$ cat config.mk
export PLATFORM = sky130hd
export DESIGN_NAME = bus_out_port_flat
export DESIGN_NICKNAME = d
export VERILOG_FILES = /design/src/rtl/bus_out_port_pkg.sv /design/src/rtl/bus_out_port_if.sv /design/src/rtl/bus_out_port_sync_fifo.sv /design/src/rtl/bus_out_port.sv /design/src/flat_wrapper.sv
export SDC_FILE = /design/constraint.sdc
export NUM_CORES = 1
export LEC_CHECK = 0
export CAP_MARGIN = 20
export CORE_AREA = 10 10 107 109
export DETAILED_ROUTE_END_ITERATION = 7
export DIE_AREA = 0 0 117 119
export PLACE_DENSITY = 0.58
export SETUP_SLACK_MARGIN = 0.3
export SYNTH_ARGS = -nofsm -noshare
export SYNTH_HDL_FRONTEND = slang
export SYNTH_SLANG_ARGS = --single-unit
export TNS_END_PERCENT = 100
$ cat constraint.sdc
create_clock -name clk -period 3 [get_ports clk]
set_input_delay 0.6 -clock clk [delete_from_list [all_inputs] [get_ports clk]]
set_output_delay 0.6 -clock clk [all_outputs]
set_load 0.01 [all_outputs]
$ cat src/rtl/bus_out_port_pkg.sv
// Shared types and status-word layout for the bus output port.
package bus_out_port_pkg;

  typedef enum logic {
    IDLE = 1'b0,
    SHOW = 1'b1
  } state_t;

  localparam int OVF_BIT   = 15;
  localparam int FULL_BIT  = 14;
  localparam int EMPTY_BIT = 13;
  localparam int SHOW_BIT  = 12;
  localparam int CNT_LSB   = 8;
  localparam int DISP_LSB  = 0;
  localparam int CNT_FW    = 4;
  localparam int DISP_FW   = 8;
  localparam int STATUS_W  = 16;

endpackage

$ cat src/rtl/bus_out_port_if.sv
// Bus-side signal bundle between the controller (master) and the output port (slave).
interface bus_out_port_if #(
  parameter int WIDTH = 16,
  parameter int LED_W = 5
);
  import bus_out_port_pkg::*;

  // load: one-cycle write strobe, bus sampled on that rising edge; the
  // controller must not strobe while full=1. en: selects status onto out.
  logic [WIDTH-1:0] bus;
  logic             load;
  logic             en;
  logic [WIDTH-1:0] out;
  logic [LED_W-1:0] leds;
  logic             full;
  logic             empty;
  state_t           dbg_state;

  modport master (
    output bus, load, en,
    input  out, leds, full, empty, dbg_state
  );

  modport slave (
    input  bus, load, en,
    output out, leds, full, empty, dbg_state
  );

endinterface

$ cat src/rtl/bus_out_port_sync_fifo.sv
// Synchronous FIFO with first-word-fall-through dout; a push while full is
// accepted only when a pop happens on the same edge.
module sync_fifo #(
  parameter int WIDTH = 16,
  parameter int DEPTH = 4
) (
  input  logic                         clk,
  input  logic                         rst_n,
  input  logic                         push,
  input  logic                         pop,
  input  logic [WIDTH-1:0]             din,
  output logic [WIDTH-1:0]             dout,
  output logic                         full,
  output logic                         empty,
  output logic [$clog2(DEPTH+1)-1:0]   count
);

  localparam int AW = $clog2(DEPTH);
  localparam int CW = $clog2(DEPTH+1);

  logic [WIDTH-1:0] mem [DEPTH];
  logic [AW-1:0]    wptr;
  logic [AW-1:0]    rptr;
  logic             do_push;
  logic             do_pop;

  assign full    = (count == CW'(DEPTH));
  assign empty   = (count == '0);
  assign do_pop  = pop && !empty;
  assign do_push = push && (!full || do_pop);
  assign dout    = mem[rptr];

  always_ff @(posedge clk) begin
    if (do_push) mem[wptr] <= din;
  end

  // DEPTH is a power of two, so pointers wrap naturally.
  always_ff @(posedge clk or negedge rst_n) begin
    if (!rst_n) begin
      wptr  <= '0;
      rptr  <= '0;
      count <= '0;
    end else begin
      if (do_push) wptr <= wptr + 1'b1;
      if (do_pop)  rptr <= rptr + 1'b1;
      case ({do_push, do_pop})
        2'b10:   count <= count + 1'b1;
        2'b01:   count <= count - 1'b1;
        default: count <= count;
      endcase
    end
  end

endmodule

$ cat src/rtl/bus_out_port.sv
// Bus output port: FIFO-buffered words shown on LEDs for HOLD_CYCLES each,
// plus a polled status word. Define BUS_OUT_PORT_BYPASS_EN for zero-latency idle writes.
module bus_out_port
  import bus_out_port_pkg::*;
#(
  parameter int WIDTH       = 16,
  parameter int DEPTH       = 4,
  parameter int HOLD_CYCLES = 1000,
  parameter int LED_W       = 5
) (
  input  logic            clk,
  input  logic            rst_n,
  bus_out_port_if.slave   bif
);

  localparam int CW = $clog2(DEPTH+1);
  localparam int HW = (HOLD_CYCLES > 1) ? $clog2(HOLD_CYCLES) : 1;
  localparam logic [HW-1:0] HOLD_INIT = HW'(HOLD_CYCLES - 1);

  state_t           state;
  logic [HW-1:0]    hold_cnt;
  logic [WIDTH-1:0] display;
  logic             overflow;

  logic [WIDTH-1:0] fifo_dout;
  logic             fifo_full;
  logic             fifo_empty;
  logic [CW-1:0]    fifo_count;

  logic             hold_done;
  logic             pop;
  logic             push;
  logic             bypass;
  logic             drop;
  logic [STATUS_W-1:0] status;
  logic             unused_display_hi;

  assign hold_done = (state == SHOW) && (hold_cnt == '0);
  assign pop       = !fifo_empty && ((state == IDLE) || hold_done);

`ifdef BUS_OUT_PORT_BYPASS_EN
  assign bypass = bif.load && (state == IDLE) && fifo_empty;
`else
  assign bypass = 1'b0;
`endif

  assign push = bif.load && !bypass;
  assign drop = push && fifo_full && !pop;

  sync_fifo #(
    .WIDTH (WIDTH),
    .DEPTH (DEPTH)
  ) u_fifo (
    .clk   (clk),
    .rst_n (rst_n),
    .push  (push),
    .pop   (pop),
    .din   (bif.bus),
    .dout  (fifo_dout),
    .full  (fifo_full),
    .empty (fifo_empty),
    .count (fifo_count)
  );

  always_ff @(posedge clk or negedge rst_n) begin
    if (!rst_n) begin
      state    <= IDLE;
      hold_cnt <= '0;
      display  <= '0;
      overflow <= 1'b0;
    end else begin
      // A dropped push on the same edge as a read-back keeps the flag set.
      if (drop)        overflow <= 1'b1;
      else if (bif.en) overflow <= 1'b0;

      case (state)
        IDLE: begin
          if (pop) begin
            display  <= fifo_dout;
            hold_cnt <= HOLD_INIT;
            state    <= SHOW;
          end else if (bypass) begin
            display  <= bif.bus;
            hold_cnt <= HOLD_INIT;
            state    <= SHOW;
          end
        end
        SHOW: begin
          if (hold_cnt != '0) begin
            hold_cnt <= hold_cnt - 1'b1;
          end else if (pop) begin
            display  <= fifo_dout;
            hold_cnt <= HOLD_INIT;
          end else begin
            state <= IDLE;
          end
        end
        default: state <= IDLE;
      endcase
    end
  end

  always_comb begin
    status                        = '0;
    status[OVF_BIT]               = overflow;
    status[FULL_BIT]              = fifo_full;
    status[EMPTY_BIT]             = fifo_empty;
    status[SHOW_BIT]              = (state == SHOW);
    status[CNT_LSB +: CNT_FW]     = CNT_FW'(fifo_count);
    status[DISP_LSB +: DISP_FW]   = display[DISP_FW-1:0];
  end

  assign bif.out       = bif.en ? WIDTH'(status) : '0;
  assign bif.leds      = display[LED_W-1:0];
  assign bif.full      = fifo_full;
  assign bif.empty     = fifo_empty;
  assign bif.dbg_state = state;

  assign unused_display_hi = ^display[WIDTH-1:DISP_FW];

endmodule

$ cat src/flat_wrapper.sv
// flat-port wrapper written by rule: the top's interface ports become plain ports
module bus_out_port_flat import bus_out_port_pkg::*;
#(
  parameter int WIDTH       = 16,
  parameter int DEPTH       = 4,
  parameter int HOLD_CYCLES = 1000,
  parameter int LED_W       = 5
)
  (clk, rst_n, bif_bus, bif_load, bif_en, bif_out, bif_leds, bif_full, bif_empty, bif_dbg_state);
  bus_out_port_if #(.WIDTH(WIDTH), .LED_W(LED_W)) bif_i ();
  input  logic clk;
  input  logic rst_n;
  input wire logic [$bits(bif_i.bus)-1:0] bif_bus;
  input wire logic [$bits(bif_i.load)-1:0] bif_load;
  input wire logic [$bits(bif_i.en)-1:0] bif_en;
  output wire logic [$bits(bif_i.out)-1:0] bif_out;
  output wire logic [$bits(bif_i.leds)-1:0] bif_leds;
  output wire logic [$bits(bif_i.full)-1:0] bif_full;
  output wire logic [$bits(bif_i.empty)-1:0] bif_empty;
  output wire logic [$bits(bif_i.dbg_state)-1:0] bif_dbg_state;
  assign bif_i.bus = bif_bus;
  assign bif_i.load = bif_load;
  assign bif_i.en = bif_en;
  assign bif_out = bif_i.out;
  assign bif_leds = bif_i.leds;
  assign bif_full = bif_i.full;
  assign bif_empty = bif_i.empty;
  assign bif_dbg_state = bif_i.dbg_state;
  bus_out_port #(.WIDTH(WIDTH), .DEPTH(DEPTH), .HOLD_CYCLES(HOLD_CYCLES), .LED_W(LED_W)) u_core (.clk(clk), .rst_n(rst_n), .bif(bif_i));
endmodule
-- Word-level counts from Yosys, hierarchy flattened
Memory sizes are Yosys's and may differ from the RTL's.
Cells that the tools add are included.
- flip-flop bits (word level): 35
- latch bits: 0
- memory bits (writable): 64
- ROM bits: 0
- bits of input ports: 20
- output and inout port bits: 24
- word-level logic and storage cells: 49
- memories kept: 1
- memory list (name ; depth ; width ; rd ports ; clocked after Yosys merged registers in ; write ports ; RTL line ; RTL):
    u_core.u_fifo.mem ; 4 ; 16 ; 1 ; 0 ; 1 ; bus_out_port_sync_fifo.sv:21 ; logic [WIDTH-1:0] mem [DEPTH];
- $add $sub $neg: 5
- $mul: 0
- div/mod/pow operators: 0
- order comparisons: 0
- eq/ne operators: 4
- shift operators: 0
- multiplexer cells: 15
- bitwise operators: 1
- reductions and logical operators: 16
- operators with widths (operator ; count):
    $mux W16 ; 3
    $pmux W16 S2 ; 1
    $mux W10 ; 2
    $pmux W10 S2 ; 1
    $logic_not A10 Y1 ; 1
    $reduce_bool A10 Y1 ; 1
    $sub A10 B1 Y10 const B ; 1
    $logic_and A1 B1 Y1 ; 6
    $mux W1 ; 6
    $pmux W3 S2 ; 1
    $add A2 B1 Y2 const B ; 2
    $reduce_bool A2 Y1 ; 2
    $add A3 B1 Y3 const B ; 1
    $eq A3 B3 Y1 const B ; 1
    $logic_not A1 Y1 ; 3
    $logic_not A3 Y1 ; 1
    $sub A3 B1 Y3 const B ; 1
    $eq A2 B1 Y1 const B ; 1
    $eq A2 B2 Y1 const B ; 1
    $logic_or A1 B1 Y1 ; 2
    $ne A2 B2 Y1 const B ; 1
    $pmux W1 S2 ; 1
    $not A1 Y1 ; 1

-- Logic depth before layout (Yosys ltp)
- depth after elaboration: 9
- mapped depth: 12
- depth with buffers taken out: 12

-- Cells and area by module
From an unflattened synthesis, not the netlist that was laid out.
- cells, all modules: 242
- area, all modules: 3978.8 µm²
- by module, submodules not included (module ; instances ; cells each ; area each (µm²) ; seq. area each (µm²)):
    sync_fifo ; 1 ; 136 ; 2822.7 ; 2097.0
    bus_out_port ; 1 ; 106 ; 1156.1 ; 500.5

-- Worst setup path before layout
Ideal clock, no wire load.
- path type: register to register
- start: register u_core.hold_cnt[0]
- end: register u_core.u_fifo.count[2]
- library setup time: 79 ps
- arrival time: 2566 ps
- required time: 2921 ps
- slack: 354 ps
- stages on the path, launching flop included: 13
- period minus slack after synthesis: 2646 ps
- cell sequence: dfrtp_1 inv_1 ha_1 or3b_1 o31ai_4 nand2_4 inv_1 ha_1 inv_1 fa_1 xor2_1 nor2_1 xor2_1
- word-level cells in the longest chain between the ends: 9
- elaborated cells on any way between the ends: 11
- RTL lines (what ; RTL line ; RTL):
    from (decl) ; bus_out_port.sv:21 ; logic [HW-1:0] hold_cnt;
    from (signal assigned) ; bus_out_port.sv:90 ; hold_cnt <= hold_cnt - 1'b1;
    $logic_not A10 Y1 * ; bus_out_port.sv:38 ; assign hold_done = (state == SHOW) && (hold_cnt == '0);
    $logic_and A1 B1 Y1 * ; bus_out_port.sv:38 ;
    $logic_or A1 B1 Y1 * ; bus_out_port.sv:39 ; assign pop = !fifo_empty && ((state == IDLE) || hold_done);
    $logic_and A1 B1 Y1 * ; bus_out_port.sv:39 ;
    $logic_and A1 B1 Y1 * ; bus_out_port_sync_fifo.sv:29 ; assign do_pop = pop && !empty;
    net u_core.u_fifo.do_pop ; bus_out_port_sync_fifo.sv:25 ; logic do_pop;
    $logic_or A1 B1 Y1 ; bus_out_port_sync_fifo.sv:30 ; assign do_push = push && (!full || do_pop);
    $logic_and A1 B1 Y1 ; bus_out_port_sync_fifo.sv:30 ;
    $eq A2 B1 Y1 / $eq A2 B2 Y1 (equally long branches) ; bus_out_port_sync_fifo.sv:46 ; case ({do_push, do_pop})
    $pmux W3 S2 / $reduce_bool A2 Y1 (equally long branches) ; - ;
    to (signal assigned) ; bus_out_port_sync_fifo.sv:47 ; 2'b10: count <= count + 1'b1;
    to (signal assigned) ; bus_out_port_sync_fifo.sv:48 ; 2'b01: count <= count - 1'b1;
    to (signal assigned) ; bus_out_port_sync_fifo.sv:49 ; default: count <= count;
    to (decl) ; bus_out_port_sync_fifo.sv:15 ; output logic [$clog2(DEPTH+1)-1:0] count
The timed path passes the listed nets; every way through them passes the cells marked *.
A chain may end at the register's enable or synchronous reset.

-- Worst setup path in the final report
Same ends and word-level chain as after synthesis.

==> results.cfg <==
[floorplanning]
row_count = 36
die_x_um = 117
die-height_um = 119
core_area_sq_um = 9460
dieArea_sq_um = 13900
start_util_pct = 28.9
ios = 44

[synthesis]
post_synth_xor_area_fraction_pct = 2.25
synth_top_flop_cell = edfxtp_1
synth_commonest_cells = edfxtp_1 (32), dfrtp_1 (27), and2_1 (19), inv_1 (13)
synth_top_family_by_area = simple AND/OR/NAND/NOR gates
synth_compound_area_share_pct = 6.46
synth-simple-area-share_pct = 11.8
synthMuxAreaShare_pct = 11.8
synthArstFlopShare_pct = 45.8
synth_top_cell_by_area = edfxtp_1
synth-edff-count = 32
synth_top_area_share_pct = 35.2
yosysWarnings = 0
synth_fa_ha_area_share_pct = 3.48
yosysMostFrequentCell = edfxtp_1
mappedNetlistNets = 220
ys_types = 42
synth_area_leaders = edfxtp_1 (35%), dfrtp_1 (25%), mux4_2 (6.6%)
netlist_instances = 193
syn_area_per_cell_sq_um = 14.1
ys_seq_elements = 59
synth_seq_area_share_pct = 59.9
synth_area_sq_um = 2730

[cts]
clk_pin_slew_worst_paths_ns = 0.07
cts_buffer_depth = 2
cts_tree = done
cts_made_buffers = 9
clkLatencyLatePin_ns = 0.34
htree_levels = 3
clock-sinks = 59
ctsRootBufferMaster = clkbuf_8

[sta]
rsz0062_at_grt = false
setup_slack_ns = 0.430
fin_tns_setup_ns = 0
worstMarginPinSlew_ns = 0.630
slew_headroom_pct = 58.0
fmax_mhz = 389
fin_crit_sh_pct = 85.7
hold_viol_final = 0
finalCriticalPeriod_ns = 2.57
setup_violations = 0
slew_violations = 0
finClkSkew_ns = 0.00869

[worst_hold_path]
min_to = u_core.u_fifo.count[2]$_DFFE_PN0P_
hold_class = register to register
worstHoldStart = u_core.u_fifo.count[2]$_DFFE_PN0P_
worstHoldPathCells = 1

[placed_design]
port_buffers = 34
hpwl_mm = 3.86
dp.cells = 337
placed_area_sq_um = 3200
pre_cts_ws_ns = 0.324
gp_congestion = 0.777

[finish]
area_growth_pct = 26.9
stdcell_count = 358
drive_gt1_share_pct = 24.2
antenna_cells = 0
fillCellCount = 917
final_net_count = 266
final_cell_area_sq_um = 3460

[global_routing]
grt_pass1_wl_mm = 9.16
track_usage_pct = 8.53
antenna_found_initial = 0
grt_pass1_vias = 1718
grt-ovfl-total = 0
grt_start_max_net_pins = 28

[power_and_ir_drop]
leakagePower_nw = 1.32
vdd_drop_max_mv = 0.267
cellPowerDensity_nw_per_um2 = 728

[worst_setup_path]
start_kind = register
worst_ep_arrival_time_ns = 2.84
crit_type = register to register
rrSetupSlack_ns = 0.43
required_ns = 3.27
r2r_cells = 12
r2r_start = u_core.hold_cnt[0]$_DFF_PN0_
worstReg2RegEnd = u_core.u_fifo.count[2]$_DFFE_PN0P_
crit_fanout = 5
critPathCaptureType = register

[outcome]
status = complete, no violations

[route]
ant_nets = 0
drc = 0
routed_wirelength_mm = 5.50
routed_via_density = 4.63
dr.pass1.iters = 4
wl_per_cell_um = 15.4
via_count = 1658
drtIter0Drc = 92

[flow_run]
maxCapViolations = 0
final cells by class:
class / instances / area (sq um) / area share [%]
clock buffers: 9 / 124 / 3.58
clock inverters: 7 / 56.3 / 1.63
inverters: 13 / 48.8 / 1.41
well taps: 114 / 143 / 4.12
flip-flops and latches: 59 / 1640 / 47.3
multi-input cells: 110 / 1020 / 29.6
repair buffers: 46 / 430 / 12.4
registers in the layout, indices dropped and copies added, names as in the netlist:
register and flops:
u_core.u_fifo.mem 32, u_core.hold_cnt 10, u_core.display 8, u_core.u_fifo.count 3, u_core.u_fifo.rptr 2, u_core.u_fifo.wptr 2, u_core.bif.dbg_state 1, u_core.overflow 1
power breakdown:
group | switching (mW) | internal [mW] | leakage, nW
combinational | 0.304 | 0.327 | 0.627
sequential | 0.160 | 1.06 | 0.603
clock | 0.361 | 0.312 | 0.0914
total | 0.824 | 1.70 | 1.32
worst max path at each step:
stage / start / end / slack (ns) / cells after the start
after floorplan: u_core.hold_cnt[0]$_DFF_PN0_ / u_core.u_fifo.count[2]$_DFFE_PN0P_ / 0.35 / 12
after global placement: u_core.hold_cnt[0]$_DFF_PN0_ / u_core.u_fifo.count[2]$_DFFE_PN0P_ / 0.33 / 12
after detailed placement: u_core.hold_cnt[0]$_DFF_PN0_ / u_core.u_fifo.count[2]$_DFFE_PN0P_ / 0.32 / 12
after CTS: u_core.hold_cnt[0]$_DFF_PN0_ / u_core.u_fifo.count[2]$_DFFE_PN0P_ / 0.34 / 12
after global routing: u_core.hold_cnt[0]$_DFF_PN0_ / u_core.u_fifo.count[2]$_DFFE_PN0P_ / 0.29 / 12
final: u_core.hold_cnt[0]$_DFF_PN0_ / u_core.u_fifo.count[2]$_DFFE_PN0P_ / 0.43 / 12
worst max-delay path, cell delays in order (launching register included):
cell and delay, ns:
dfrtp_2 0.44, inv_2 0.08, ha_4 0.14, or3b_4 0.41, o31ai_4 0.34, nand2_4 0.07
inv_2 0.07, ha_4 0.12, inv_1 0.05, fa_2 0.35, xor2_1 0.16, nor2_1 0.12
xor2_1 0.14
cell families (layout without fill, tap and decap cells):
group / after synthesis / count (layout)
flip-flops: 59 / 59
AND/OR/NAND/NOR: 54 / 54
adder cells (fa/ha/maj): 7 / 7
XOR/XNOR: 7 / 7
multiplexers: 18 / 18
other: 1 / 1
AO/OA/AOI/OAI: 23 / 23
buffers and inverters: 24 / 75
placed cells by master, fill, tap and decap left out, drive strengths merged, types with 3 or more instances in the layout:
cell type	instances
a21oi	5
and2	19
and3	3
buf	12
clkbuf	9
clkdlybuf4s50	34
dfrtp	27
edfxtp	32
ha	6
inv	18
mux2	9
mux4	8
nand2	6
nand3	3
nor2	5
nor3	9
o21ai	3
o31ai	6
or3	4
xnor2	5
per-stage QoR:
step	total power [mW]	hold WS, ns	utilization, %
finish	2.52	0.502	36.6
global placement	1.79	0.493	33.8
floorplan	1.58	0.304	-
CTS	2.51	0.506	35.8
global route	2.70	0.520	36.6
detailed placement	1.82	0.492	33.8
layer usage:
layer	global-route usage, %	vias up	share of wire, %
li1	-	794	-
met1	10.5	823	42
met2	13.2	33	51
met3	3.11	8	5.1
met4	3.48	0	1.3
met5	0	-	0
what timing repair did:
action,in CTS,in global routing
hold buffers,0,0
gates cloned,0,0
gates resized for setup,1,11
pin swaps,0,6
buffers inserted,0,5
setup endpoints to repair,1,2
No activity file was read; power rests on OpenSTA's default activity.
